`src/rtl/sio_pkg.sv`:
```
// Shared SIO constants: UART framing defaults and receiver state encoding.
// Imported by sio_uart_rx and, later, sio_uart_tx.
package sio_pkg;

  localparam int SIO_OVERSAMPLE = 4;
  localparam int SIO_DATA_BITS  = 8;

  localparam logic [2:0] IDLE  = 3'd0;
  localparam logic [2:0] START = 3'd1;
  localparam logic [2:0] DATA  = 3'd2;
  localparam logic [2:0] STOP  = 3'd3;
  localparam logic [2:0] BREAK = 3'd4;

endpackage

```
`src/rtl/sio_tick_edge.sv`:
```
// Rising-edge detector turning the divider square wave into a
// one-clk sample tick.
module sio_tick_edge (
  input  logic clk,
  input  logic rst,
  input  logic sio_clk,
  output logic tick
);

  logic sio_clk_d;

  always_ff @(posedge clk) begin
    if (rst) sio_clk_d <= 1'b0;
    else     sio_clk_d <= sio_clk;
  end

  assign tick = sio_clk & ~sio_clk_d;

endmodule

```
`src/rtl/sio_uart_rx.sv`:
```
// 8N1 UART receiver with oversampled mid-bit sampling and a
// single-entry valid/ack holding register.
module sio_uart_rx
  import sio_pkg::*;
#(
  parameter int OVERSAMPLE = SIO_OVERSAMPLE,
  parameter int DATA_BITS  = SIO_DATA_BITS
) (
  input  logic                 clk,
  input  logic                 rst,
  input  logic                 sio_clk,
  input  logic                 rxd,
  output logic [DATA_BITS-1:0] rx_data,
  output logic                 rx_valid,
  input  logic                 rx_ack,
  output logic                 frame_err,
  output logic                 overrun
);

  localparam int TW   = $clog2(OVERSAMPLE + 1);
  localparam int BW   = $clog2(DATA_BITS + 1);
  localparam int HALF = OVERSAMPLE / 2;

  logic                 tick;
  logic [1:0]           rxd_sync;
  logic                 rxd_s;
  logic [2:0]           state;
  logic [TW-1:0]        tcnt;
  logic [BW-1:0]        bcnt;
  logic [DATA_BITS-1:0] shreg;
  logic                 complete;
  logic                 take;

  sio_tick_edge u_tick (
    .clk     (clk),
    .rst     (rst),
    .sio_clk (sio_clk),
    .tick    (tick)
  );

  // Resets to idle-high so no phantom start bit follows reset
  always_ff @(posedge clk) begin
    if (rst) rxd_sync <= 2'b11;
    else     rxd_sync <= {rxd_sync[0], rxd};
  end

  assign rxd_s = rxd_sync[1];

  always_ff @(posedge clk) begin
    if (rst) begin
      state <= IDLE;
      tcnt  <= '0;
      bcnt  <= '0;
      shreg <= '0;
    end else if (tick) begin
      case (state)
        IDLE: begin
          if (!rxd_s) begin
            state <= START;
            tcnt  <= TW'(1);
          end
        end
        START: begin
          if (tcnt == TW'(HALF - 1)) begin
            state <= rxd_s ? IDLE : DATA;
            tcnt  <= '0;
            bcnt  <= '0;
          end else begin
            tcnt <= tcnt + TW'(1);
          end
        end
        DATA: begin
          if (tcnt == TW'(OVERSAMPLE - 1)) begin
            shreg <= {rxd_s, shreg[DATA_BITS-1:1]};
            tcnt  <= '0;
            if (bcnt == BW'(DATA_BITS - 1)) begin
              state <= STOP;
              bcnt  <= '0;
            end else begin
              bcnt <= bcnt + BW'(1);
            end
          end else begin
            tcnt <= tcnt + TW'(1);
          end
        end
        STOP: begin
          if (tcnt == TW'(OVERSAMPLE - 1)) begin
            state <= rxd_s ? IDLE : BREAK;
            tcnt  <= '0;
          end else begin
            tcnt <= tcnt + TW'(1);
          end
        end
        BREAK: begin
          if (rxd_s) state <= IDLE;
        end
        default: begin
          state <= IDLE;
          tcnt  <= '0;
          bcnt  <= '0;
        end
      endcase
    end
  end

  assign complete = tick && (state == STOP)
                 && (tcnt == TW'(OVERSAMPLE - 1));
  assign take = rx_valid && rx_ack;

  // A completion only lands in the register if it is free or
  // being emptied this very cycle
  always_ff @(posedge clk) begin
    if (rst) begin
      rx_data   <= '0;
      rx_valid  <= 1'b0;
      frame_err <= 1'b0;
      overrun   <= 1'b0;
    end else if (complete) begin
      if (!rx_valid || rx_ack) begin
        rx_data   <= shreg;
        rx_valid  <= 1'b1;
        frame_err <= ~rxd_s;
        overrun   <= 1'b0;
      end else begin
        overrun <= 1'b1;
      end
    end else if (take) begin
      rx_valid  <= 1'b0;
      frame_err <= 1'b0;
      overrun   <= 1'b0;
    end
  end

endmodule

```
`config.mk`:
```
export PLATFORM = sky130hd
export DESIGN_NAME = sio_uart_rx
export DESIGN_NICKNAME = d
export VERILOG_FILES = /design/src/rtl/sio_pkg.sv /design/src/rtl/sio_tick_edge.sv /design/src/rtl/sio_uart_rx.sv
export SDC_FILE = /design/constraint.sdc
export NUM_CORES = 1
export LEC_CHECK = 0
export CAP_MARGIN = 20
export CORE_UTILIZATION = 52
export CTS_BUF_LIST = sky130_fd_sc_hd__clkbuf_8
export DETAILED_ROUTE_END_ITERATION = 10
export DONT_BUFFER_PORTS = 1
export PLACE_DENSITY = 0.79
export SYNTH_ARGS = -nofsm -noshare
export SYNTH_HDL_FRONTEND = slang
export SYNTH_SLANG_ARGS = --single-unit
```
`constraint.sdc`:
```
create_clock -name clk -period 5.1 [get_ports clk]
set_input_delay 1.02 -clock clk [delete_from_list [all_inputs] [get_ports clk]]
set_output_delay 1.02 -clock clk [all_outputs]
set_load 0.02 [all_outputs]
```
==> flow_metrics.tcl, run 1 <==
set metrics [dict create \
    layout.nets 173 \
    hold_violations 0 \
    areaGrowthSynthToFinish_pct 3.83 \
    num-fill-cells 257 \
    ant_nets 0 \
    min_path_type "flop to flop" \
    synth_seq_cells 32 \
    via_per_inst 6.02 \
    status "completed" \
    avgRoutedWirePerCell_um 14.7 \
    fin_worst_skew_ns 0.00564 \
    start_kind "input port" \
    ys.flop_type "dfxtp_1" \
    total_power_uw 457 \
    layout_common_cells "32 x dfxtp_1, 20 x nor2_1, 16 x mux2i_1" \
    cts_inserted_buffers 5 \
    gp_congestion 0.824 \
    yosysWarningCount 0 \
    cpMaxStageDelayCell "nor2b_1" \
    cts_resized 0 \
    maxCapViolCount 0 \
    synth_seq_area_share_pct 40.8 \
    leakage_uw 0.000585 \
    power.density_nw_per_um2 281 \
    r2r_setup_slack_ns 2.90 \
    dr.pass1.iters 4 \
    cts_setup_buffers 0 \
    row_count 19 \
    cts_hold_buf 0 \
    die_w_um 56.9 \
    dp_hpwl_mm 2.03 \
    power_frac_comb_pct 2.8 \
    worstSetupPathType "input port to flop" \
    cts_root_buffer "clkbuf_8" \
    max_freq_mhz 437 \
    io_buffer_count 0 \
    p_int_uw 352 \
    ir_worst_vdd_mv 0.210 \
    rsz0062_at_grt "no" \
    synth.distinct_cells 45 \
    layout_setup_ws_ns 2.81 \
    synth_nets 176 \
    drtIter0Drc 21 \
    clkLatencyLatePin_ns 0.29 \
    dpl_worst_slack_ns 2.55 \
    cp.arrival_ns 2.47 \
    mostFrequentLayoutCell "dfxtp_1" \
    totalWireLength_mm 2.88 \
    vias 1174 \
    io_pins 16 \
    core-area_um2 2810 \
    drc 0 \
    setup-violations-final 0 \
    synth-edff-count 0 \
    gr-total-overflow 0 \
    cp-end-kind "flop" \
    cts.sink_count 32 \
    switching_share_pct 23.1 \
    cp_slowest_stage_delay_ns 0.57 \
    grt_pass1_wl_mm 4.96 \
    antenna_found_initial 0 \
    path_buf_inv 0 \
    htree_levels 2 \
    die_y_um 56.9 \
    async_flop_share_pct 0 \
    max_slew_margin_pct 51.7 \
    stdcell_count 195 \
    seqPwrFrac_pct 55.6 \
    p_switching_uw 105 \
    antenna_cells 0 \
    clock_power_share_pct 41.6 \
    syn_inst 166 \
    grt_pass1_vias 1156 \
    crit_chain "nor2b_1, and3_1, mux2i_1, nor2_1" \
    min_period_ns 2.29 \
    fin_setup_tns_ns 0 \
    worst_pin_slew_ns 0.722 \
    cts_tree "built" \
    path_max_fanout 11 \
    drive_gt1_share_pct 12.8 \
    groute.usage.overall_pct 20.2 \
    cp_top_family "simple AND/OR/NAND/NOR gates" \
    clk_pin_slew_worst_paths_ns 0.07 \
    dp.cells 187 \
    slew_violations 0 \
    start_util_pct 55.9 \
    utilization_pct 58.1 \
    worstPathRequired_ns 5.28 \
    synth_area_um2 1570 \
    period_share_pct 44.8 \
    max-clock-path-buffers 2 \
    synth.avg_cell_area_um2 9.45 \
    dieArea_um2 3240 \
    grt_max_degree 35 \
]
-- path summary, 6_finish.rpt --
kind                  to  depth (start not counted)   startpoint
max reg2reg   rx_data[1]                          6      tcnt[0]
min reg2reg  rxd_sync[1]                          1  rxd_sync[0]
max             shreg[2]                          4      sio_clk
min          rxd_sync[1]                          1  rxd_sync[0]
-- power groups by stage --
stage	combinational (uW)	sequential, uW	clock (uW)
final	12.9	254	190
after global routing	14.4	254	204
after CTS	12.9	254	195
after detailed placement	12.8	260	0
after global placement	12.5	260	0
after floorplan	15.9	259	0
-- state kept, by name (all words and copies together), names as in the netlist --
signal and flops:
shreg 8, tcnt 3, rx_valid 1, overrun 1, state 3, u_tick.sio_clk_d 1
bcnt 4, rxd_sync 2, rx_data 8, frame_err 1
-- final cells by class --
| cell class | count | area [um2] | area share (%) |
|---|---|---|---|
| Tap cell | 31 | 38.8 | 2.38 |
| Sequential cell | 32 | 641 | 39.3 |
| Clock buffer | 5 | 68.8 | 4.22 |
| Clock inverter | 3 | 18.8 | 1.15 |
| Multi-Input combinational cell | 116 | 832 | 51.1 |
| Inverter | 8 | 30.0 | 1.84 |
-- logic make-up (layout without fill, tap and decap cells) --
kind of cell / Yosys count / count (layout) / synth area share [%]
buffers and inverters: 18 / 16 / 6.14
DFF: 32 / 32 / 40.8
AOI/OAI and AO/OA: 29 / 29 / 13.0
adders and majority gates: 5 / 5 / 3.99
and+or+nand+nor: 66 / 66 / 25.8
muxes: 16 / 16 / 10.2
-- synthesized netlist by cell type (2+ instances only) --
cell type,instances,area share [%]
a21oi_1,8,2.6
a211oi_1,3,1.4
nand2_1,5,1.2
ha_1,5,4.0
clkbuf_1,4,0.96
buf_2,2,0.64
o211a_1,2,1.3
a32oi_1,2,1.1
nor2_1,20,4.8
or2_2,3,1.2
nor3_1,4,1.3
o21ai_0,5,1.6
nand3_1,3,0.96
nand4_1,4,1.6
nor2b_1,6,2.4
nor3b_2,2,1.6
buf_6,3,2.2
mux2i_1,16,10
or2b_1,2,0.96
nand2b_1,2,0.80
or3b_1,2,1.1
dfxtp_1,32,41
or4_1,2,0.96
inv_1,8,1.9
-- worst reg2reg max path, delay by kind of cell (launching register included) --
| family | cells | cell delay, ns |
|---|---|---|
| adders and majority gates | 2 | 0.58 |
| DFF | 1 | 0.39 |
| muxes | 1 | 0.26 |
| and+or+nand+nor | 3 | 0.86 |
-- metrics by stage --
stage / hold WS (ns) / instance area [um2]
after floorplan: 0.389 / 1570
after global placement: 0.391 / 1540
after detailed placement: 0.394 / 1540
after CTS: 0.412 / 1630
after global routing: 0.424 / 1630
final: 0.407 / 1630
-- per-layer routing --
metal	GRT usage, %	wire length, um	part of all wire (%)
met5	0	0	0
met4	10.1	61	2.1
met3	7.26	150	5.2
met2	34.3	1380	48
met1	22.2	1280	45
Power figures use the tool's default switching activity.
==> run 2, diff against run 1 <==
--- a/config.mk
+++ b/config.mk
@@ -10,7 +10,7 @@
 export CTS_BUF_LIST = sky130_fd_sc_hd__clkbuf_8
 export DETAILED_ROUTE_END_ITERATION = 10
 export DONT_BUFFER_PORTS = 1
-export PLACE_DENSITY = 0.79
+export PLACE_DENSITY = 0.82
 export SYNTH_ARGS = -nofsm -noshare
 export SYNTH_HDL_FRONTEND = slang
 export SYNTH_SLANG_ARGS = --single-unit
==> constraint.sdc (replaced) <==
create_clock -name clk -period 2 [get_ports clk]
set_input_delay 0.4 -clock clk [delete_from_list [all_inputs] [get_ports clk]]
set_output_delay 0.4 -clock clk [all_outputs]
set_load 0.02 [all_outputs]
==> run 2 against run 1 <==
Utilization is 1.4 points higher. Setup slack worse by 2.7 ns. Wire length is 5.8% higher. Non-clock buffer count is 3 higher. Critical path depth is 3 higher. Total power grew to 2.6 times the previous value. Cell area is 2.5% higher. Via count is 2.5% higher. Count of clock-buffer cells in the layout is 1 higher. Global-route usage is 0.55 points higher. Die area stayed put. Largest cell class unchanged.
==> flow_metrics.tcl, run 2 (synthesis results as in run 1) <==
set metrics [dict create \
    drtIter0Drc 23 \
    max-clock-path-buffers 2 \
    path_buf_inv 1 \
    core-area_um2 2810 \
    via_per_inst 6.08 \
    met1_usage_pct 23.3 \
    fin_worst_skew_ns 0.00903 \
    worstSetupPathType "flop to flop" \
    io_pins 16 \
    cp_top_family "adder cells" \
    grt_pass1_vias 1151 \
    dr.pass1.iters 4 \
    dieArea_um2 3240 \
    worst_pin_slew_ns 0.489 \
    path_max_fanout 9 \
    layout_common_cells "32 x dfxtp_1, 20 x nor2_1, 16 x mux2i_1" \
    start_kind "flop" \
    hold_violations 0 \
    cts_root_buffer "clkbuf_8" \
    total_power_uw 1180 \
    cpMaxStageDelayCell "dfxtp_1" \
    cts_tree "built" \
    num-fill-cells 257 \
    io_buffer_count 0 \
    use_met3_pct 8.39 \
    avgRoutedWirePerCell_um 15.4 \
    htree_levels 2 \
    utilization_pct 59.5 \
    clkLatencyLatePin_ns 0.28 \
    reg.largest.list "rx_data x8, shreg x8, bcnt x4" \
    areaGrowthSynthToFinish_pct 6.38 \
    grt_max_degree 35 \
    max_freq_mhz 532 \
    die_y_um 56.9 \
    antenna_found_initial 0 \
    gp_congestion 0.879 \
    worstPathRequired_ns 2.17 \
    period_share_pct 94.0 \
    vias 1203 \
    gr-total-overflow 0 \
    antenna_cells 0 \
    die_w_um 56.9 \
    status "completed" \
    leakage_uw 0.000609 \
    ir_worst_vdd_mv 0.521 \
    rsz0062_at_grt "no" \
    max_slew_margin_pct 67.4 \
    clk_pin_slew_worst_paths_ns 0.07 \
    drive_gt1_share_pct 13.8 \
    maxCapViolCount 0 \
    cts.sink_count 32 \
    power.density_nw_per_um2 707 \
    cp_slowest_stage_delay_ns 0.40 \
    mostFrequentLayoutCell "dfxtp_1" \
    slew_violations 0 \
    min_path_type "input port to flop" \
    grt_use_met2_pct 34.3 \
    dp_hpwl_mm 2.13 \
    cts_inserted_buffers 5 \
    cp.arrival_ns 2.05 \
    cp-end-kind "flop" \
    min_period_ns 1.88 \
    row_count 19 \
    crit_chain "ha_1, ha_2, nand2_4, nor4b_4, buf_12, mux2i_1, nor2_1" \
    grt.busiest_layer "met2" \
    grt_pass1_wl_mm 5.13 \
    totalWireLength_mm 3.04 \
    groute.usage.overall_pct 20.7 \
    setup-violations-final 0 \
    drc 0 \
    layout.nets 176 \
    fin_setup_tns_ns 0 \
    cts_setup_buffers 0 \
    start_util_pct 55.9 \
    ant_nets 0 \
]
-- run 2: changes by cell type in the layout (fill, tap and decap cells not counted) --
cell	previous run	this run
buf_4	0	2
clkinv_2	2	0
inv_1	8	10
buf_12	0	1
clkinv_4	1	0
ha_2	0	1
clkbuf_8	5	6
ha_1	5	4
-- run 2: layout make-up --
cell class	count	area, um2	share of cell area, %
well taps	31	38.8	2.32
multi-input cells	116	835	50.0
clock buffers	6	82.6	4.95
flip-flops and latches	32	641	38.4
repair buffers	3	35.0	2.10
inverters	8	30.0	1.80
clock inverters	2	7.51	0.450
-- run 2: metrics by stage --
stage | worst slack (ns) | area [um2] | hold WS, ns | cells
floorplan | 0.333 | 1570 | 0.389 | 166
global placement | 0.196 | 1580 | 0.406 | 190
detailed placement | 0.106 | 1580 | 0.406 | 190
CTS | 0.0694 | 1670 | 0.173 | 198
global route | 0.0345 | 1670 | 0.169 | 198
finish | 0.121 | 1670 | 0.184 | 198
-- run 2: repair_timing --
| item | CTS | global route |
|---|---|---|
| hold buffers | 0 | 0 |
| endpoints found under the setup margin | 0 | 7 |
| resized for setup | 0 | 1 |
-- run 2: routing by layer --
metal / wire, um / part of all wire, % / vias up
met5: 0 / 0 / -
met4: 53 / 1.7 / 0
met3: 172 / 5.7 / 9
met2: 1550 / 51 / 35
met1: 1270 / 42 / 572
li1: - / - / 587
-- run 2: power breakdown --
group	total (uW)	internal (uW)	leakage (uW)	switching, uW
sequential	649	642	0.000259	6.56
clock	494	270	0.0000538	224
combinational	37.0	15.4	0.000296	21.6
total	1180	928	0.000609	252
-- run 2: final timing paths --
kind	startpoint	to	slack, ns	depth (start not counted)
min	rst	bcnt[0]	0.18	1
max	tcnt[0]	rx_data[7]	0.12	7
min reg2reg	rxd_sync[0]	rxd_sync[1]	0.42	1
max reg2reg	tcnt[0]	rx_data[7]	0.12	7
==> run 3, diff against run 2 <==
--- a/config.mk
+++ b/config.mk
@@ -5,12 +5,14 @@
 export SDC_FILE = /design/constraint.sdc
 export NUM_CORES = 1
 export LEC_CHECK = 0
+export ABC_AREA = 1
 export CAP_MARGIN = 20
 export CORE_UTILIZATION = 52
 export CTS_BUF_LIST = sky130_fd_sc_hd__clkbuf_8
 export DETAILED_ROUTE_END_ITERATION = 10
 export DONT_BUFFER_PORTS = 1
 export PLACE_DENSITY = 0.82
+export SKIP_LAST_GASP = 1
 export SYNTH_ARGS = -nofsm -noshare
 export SYNTH_HDL_FRONTEND = slang
 export SYNTH_SLANG_ARGS = --single-unit
==> run 3 against run 2 <==
Cell area fell by 0.22%. Worst hold slack got worse by 0.0079 ns. Utilization rose by 0.37 points. Sequential cell count did not move. Final cell count rose by 28%. Maximum frequency rose by 9.8%. Setup slack improved by 0.17 ns.
==> flow_metrics.tcl, run 3 <==
set metrics [dict create \
    status "completed" \
    synth_seq_cells 32 \
    die_y_um 56.6 \
    path_max_fanout 7 \
    dieArea_um2 3210 \
    top_layer_used "met4" \
    htree_levels 2 \
    cts_root_buffer "clkbuf_8" \
    antenna_found_initial 0 \
    gp_congestion 0.812 \
    cts_resized 0 \
    gr-total-overflow 0 \
    min_path_cells 1 \
    cpMaxStageDelayCell "dfxtp_1" \
    worst_pin_slew_ns 0.605 \
    reg.largest.list "rx_data x8, shreg x8, bcnt x4" \
    row_count 19 \
    synth_top_cell_area_share_pct 41.3 \
    cp.arrival_ns 1.92 \
    rsz0062_at_grt "no" \
    ys.flop_type "dfxtp_1" \
    max_freq_mhz 585 \
    dp.cells 245 \
    cp-end-kind "flop" \
    io_pins 16 \
    drtIter0Drc 31 \
    yosysWarningCount 0 \
    areaGrowthSynthToFinish_pct 7.34 \
    synth_compound_area_share_pct 10.6 \
    via_per_inst 5.15 \
    cts_hold_buf 0 \
    synth_xor_area_share_pct 0.565 \
    core-area_um2 2780 \
    synth.avg_cell_area_um2 7.15 \
    leakage_uw 0.000755 \
    max_slew_margin_pct 59.6 \
    cp_top_family "simple AND/OR/NAND/NOR gates" \
    avgRoutedWirePerCell_um 11.5 \
    async_flop_share_pct 0 \
    synth.distinct_cells 26 \
    layout.nets 231 \
    mostFrequentLayoutCell "nor2_1" \
    crit_chain "ha_1, ha_1, inv_1, nor2_2, nand2_2, nor2_4, buf_4, o21ai_1, nor2_1" \
    start_util_pct 55.8 \
    grt_pass1_wl_mm 5.20 \
    ir_worst_vdd_mv 0.694 \
    min_period_ns 1.71 \
    max-clock-path-buffers 2 \
    num-fill-cells 254 \
    clk_pin_slew_worst_paths_ns 0.07 \
    fin_hold_ws_ns 0.176 \
    grt_max_degree 26 \
    dp_hpwl_mm 2.13 \
    synth_area_um2 1550 \
    clkLatencyLatePin_ns 0.28 \
    cts_tree "built" \
    period_share_pct 85.5 \
    cts_inserted_buffers 5 \
    cp.depth 9 \
    antenna_cells 0 \
    cp_slowest_stage_delay_ns 0.38 \
    synth_area_leaders "dfxtp_1 41%, nor2_1 13%, nand2_1 7.7%" \
    synth_fa_ha_area_share_pct 4.03 \
    hold_violations 0 \
    vias 1303 \
    grt_pass1_vias 1231 \
    worst_path_most_repeated_cell "ha_1" \
    syn_inst 217 \
    cts.sink_count 32 \
    start_kind "flop" \
    synth_top_family_by_area "simple AND/OR/NAND/NOR gates" \
    fin_worst_skew_ns 0.00858 \
    groute.usage.overall_pct 20.8 \
    stdcell_count 253 \
    maxCapViolCount 0 \
    synthTopCellsByCount "53 x nor2_1, 32 x dfxtp_1, 32 x nand2_1, 17 x inv_1, 12 x nand3_1" \
    io_buffer_count 0 \
    totalWireLength_mm 2.92 \
    slew_violations 0 \
    setup-violations-final 0 \
    path_buf_inv 2 \
    yosysTopAreaCell "dfxtp_1" \
    yosysMostFrequentCell "nor2_1" \
    synth-simple-area-share_pct 36.3 \
    layout_common_cells "53 x nor2_1, 32 x nand2_1, 32 x dfxtp_1" \
    total_power_uw 1530 \
    drc 0 \
    wl_met2_mm 1.49 \
    power.density_nw_per_um2 918 \
    drive_gt1_share_pct 15.3 \
    ant_nets 0 \
    worstSetupPathType "flop to flop" \
    cts_setup_buffers 0 \
    muxShareOfSynthArea_pct 0 \
    synth_nets 227 \
    synth_seq_area_share_pct 41.3 \
    dr.pass1.iters 4 \
    die_w_um 56.6 \
    synth-edff-count 0 \
    fin_setup_tns_ns 0 \
    reg2regPathDepth 9 \
    min_path_type "input port to flop" \
    m1WireLength_mm 1.28 \
    met3RoutedLength_um 112 \
    worstPathRequired_ns 2.21 \
]
## run 3: power breakdown
group	leakage, uW	switching [uW]	internal [uW]	total, uW
clock	0.0000538	231	270	501
sequential	0.000259	44.1	668	712
combinational	0.000443	203	112	315
total	0.000755	478	1050	1530
## run 3: worst paths after layout
kind | endpoint | slack, ns | start
worst max-delay path | rx_data[3] | 0.29 | tcnt[0]
worst min-delay path | tcnt[1] | 0.18 | rst
worst max register to register | rx_data[3] | 0.29 | tcnt[0]
worst min register to register | rxd_sync[1] | 0.41 | rxd_sync[0]
## run 3: metal layers
metal  track usage [%]  up-vias
met1              23.5      581
met3              5.07        6
met2              36.0       25
met4              10.8        0
li1                  -      691
met5                 0        -
## run 3: kinds of logic after synthesis
| group | Yosys count |
|---|---|
| buffers and inverters | 27 |
| XOR/XNOR | 1 |
| flip-flops | 32 |
| AND/OR/NAND/NOR | 122 |
| AO/OA/AOI/OAI | 30 |
| adder cells (fa/ha/maj) | 5 |
## run 3: cell type report
cell class / count / area [um2] / area share, %
Clock buffer: 6 / 82.6 / 4.96
Tap cell: 31 / 38.8 / 2.33
Clock inverter: 2 / 7.51 / 0.451
Inverter: 22 / 82.6 / 4.96
Sequential cell: 32 / 641 / 38.5
Timing Repair Buffer: 2 / 15.0 / 0.902
Multi-Input combinational cell: 158 / 798 / 47.9
## run 3: per-stage QoR
stage	area, um2	setup slack, ns	utilization, %
after global placement	1580	0.353	56.6
after global routing	1670	0.103	59.9
after CTS	1670	0.273	59.9
after detailed placement	1580	0.293	56.6
final	1670	0.289	59.9
after floorplan	1550	0.539	-
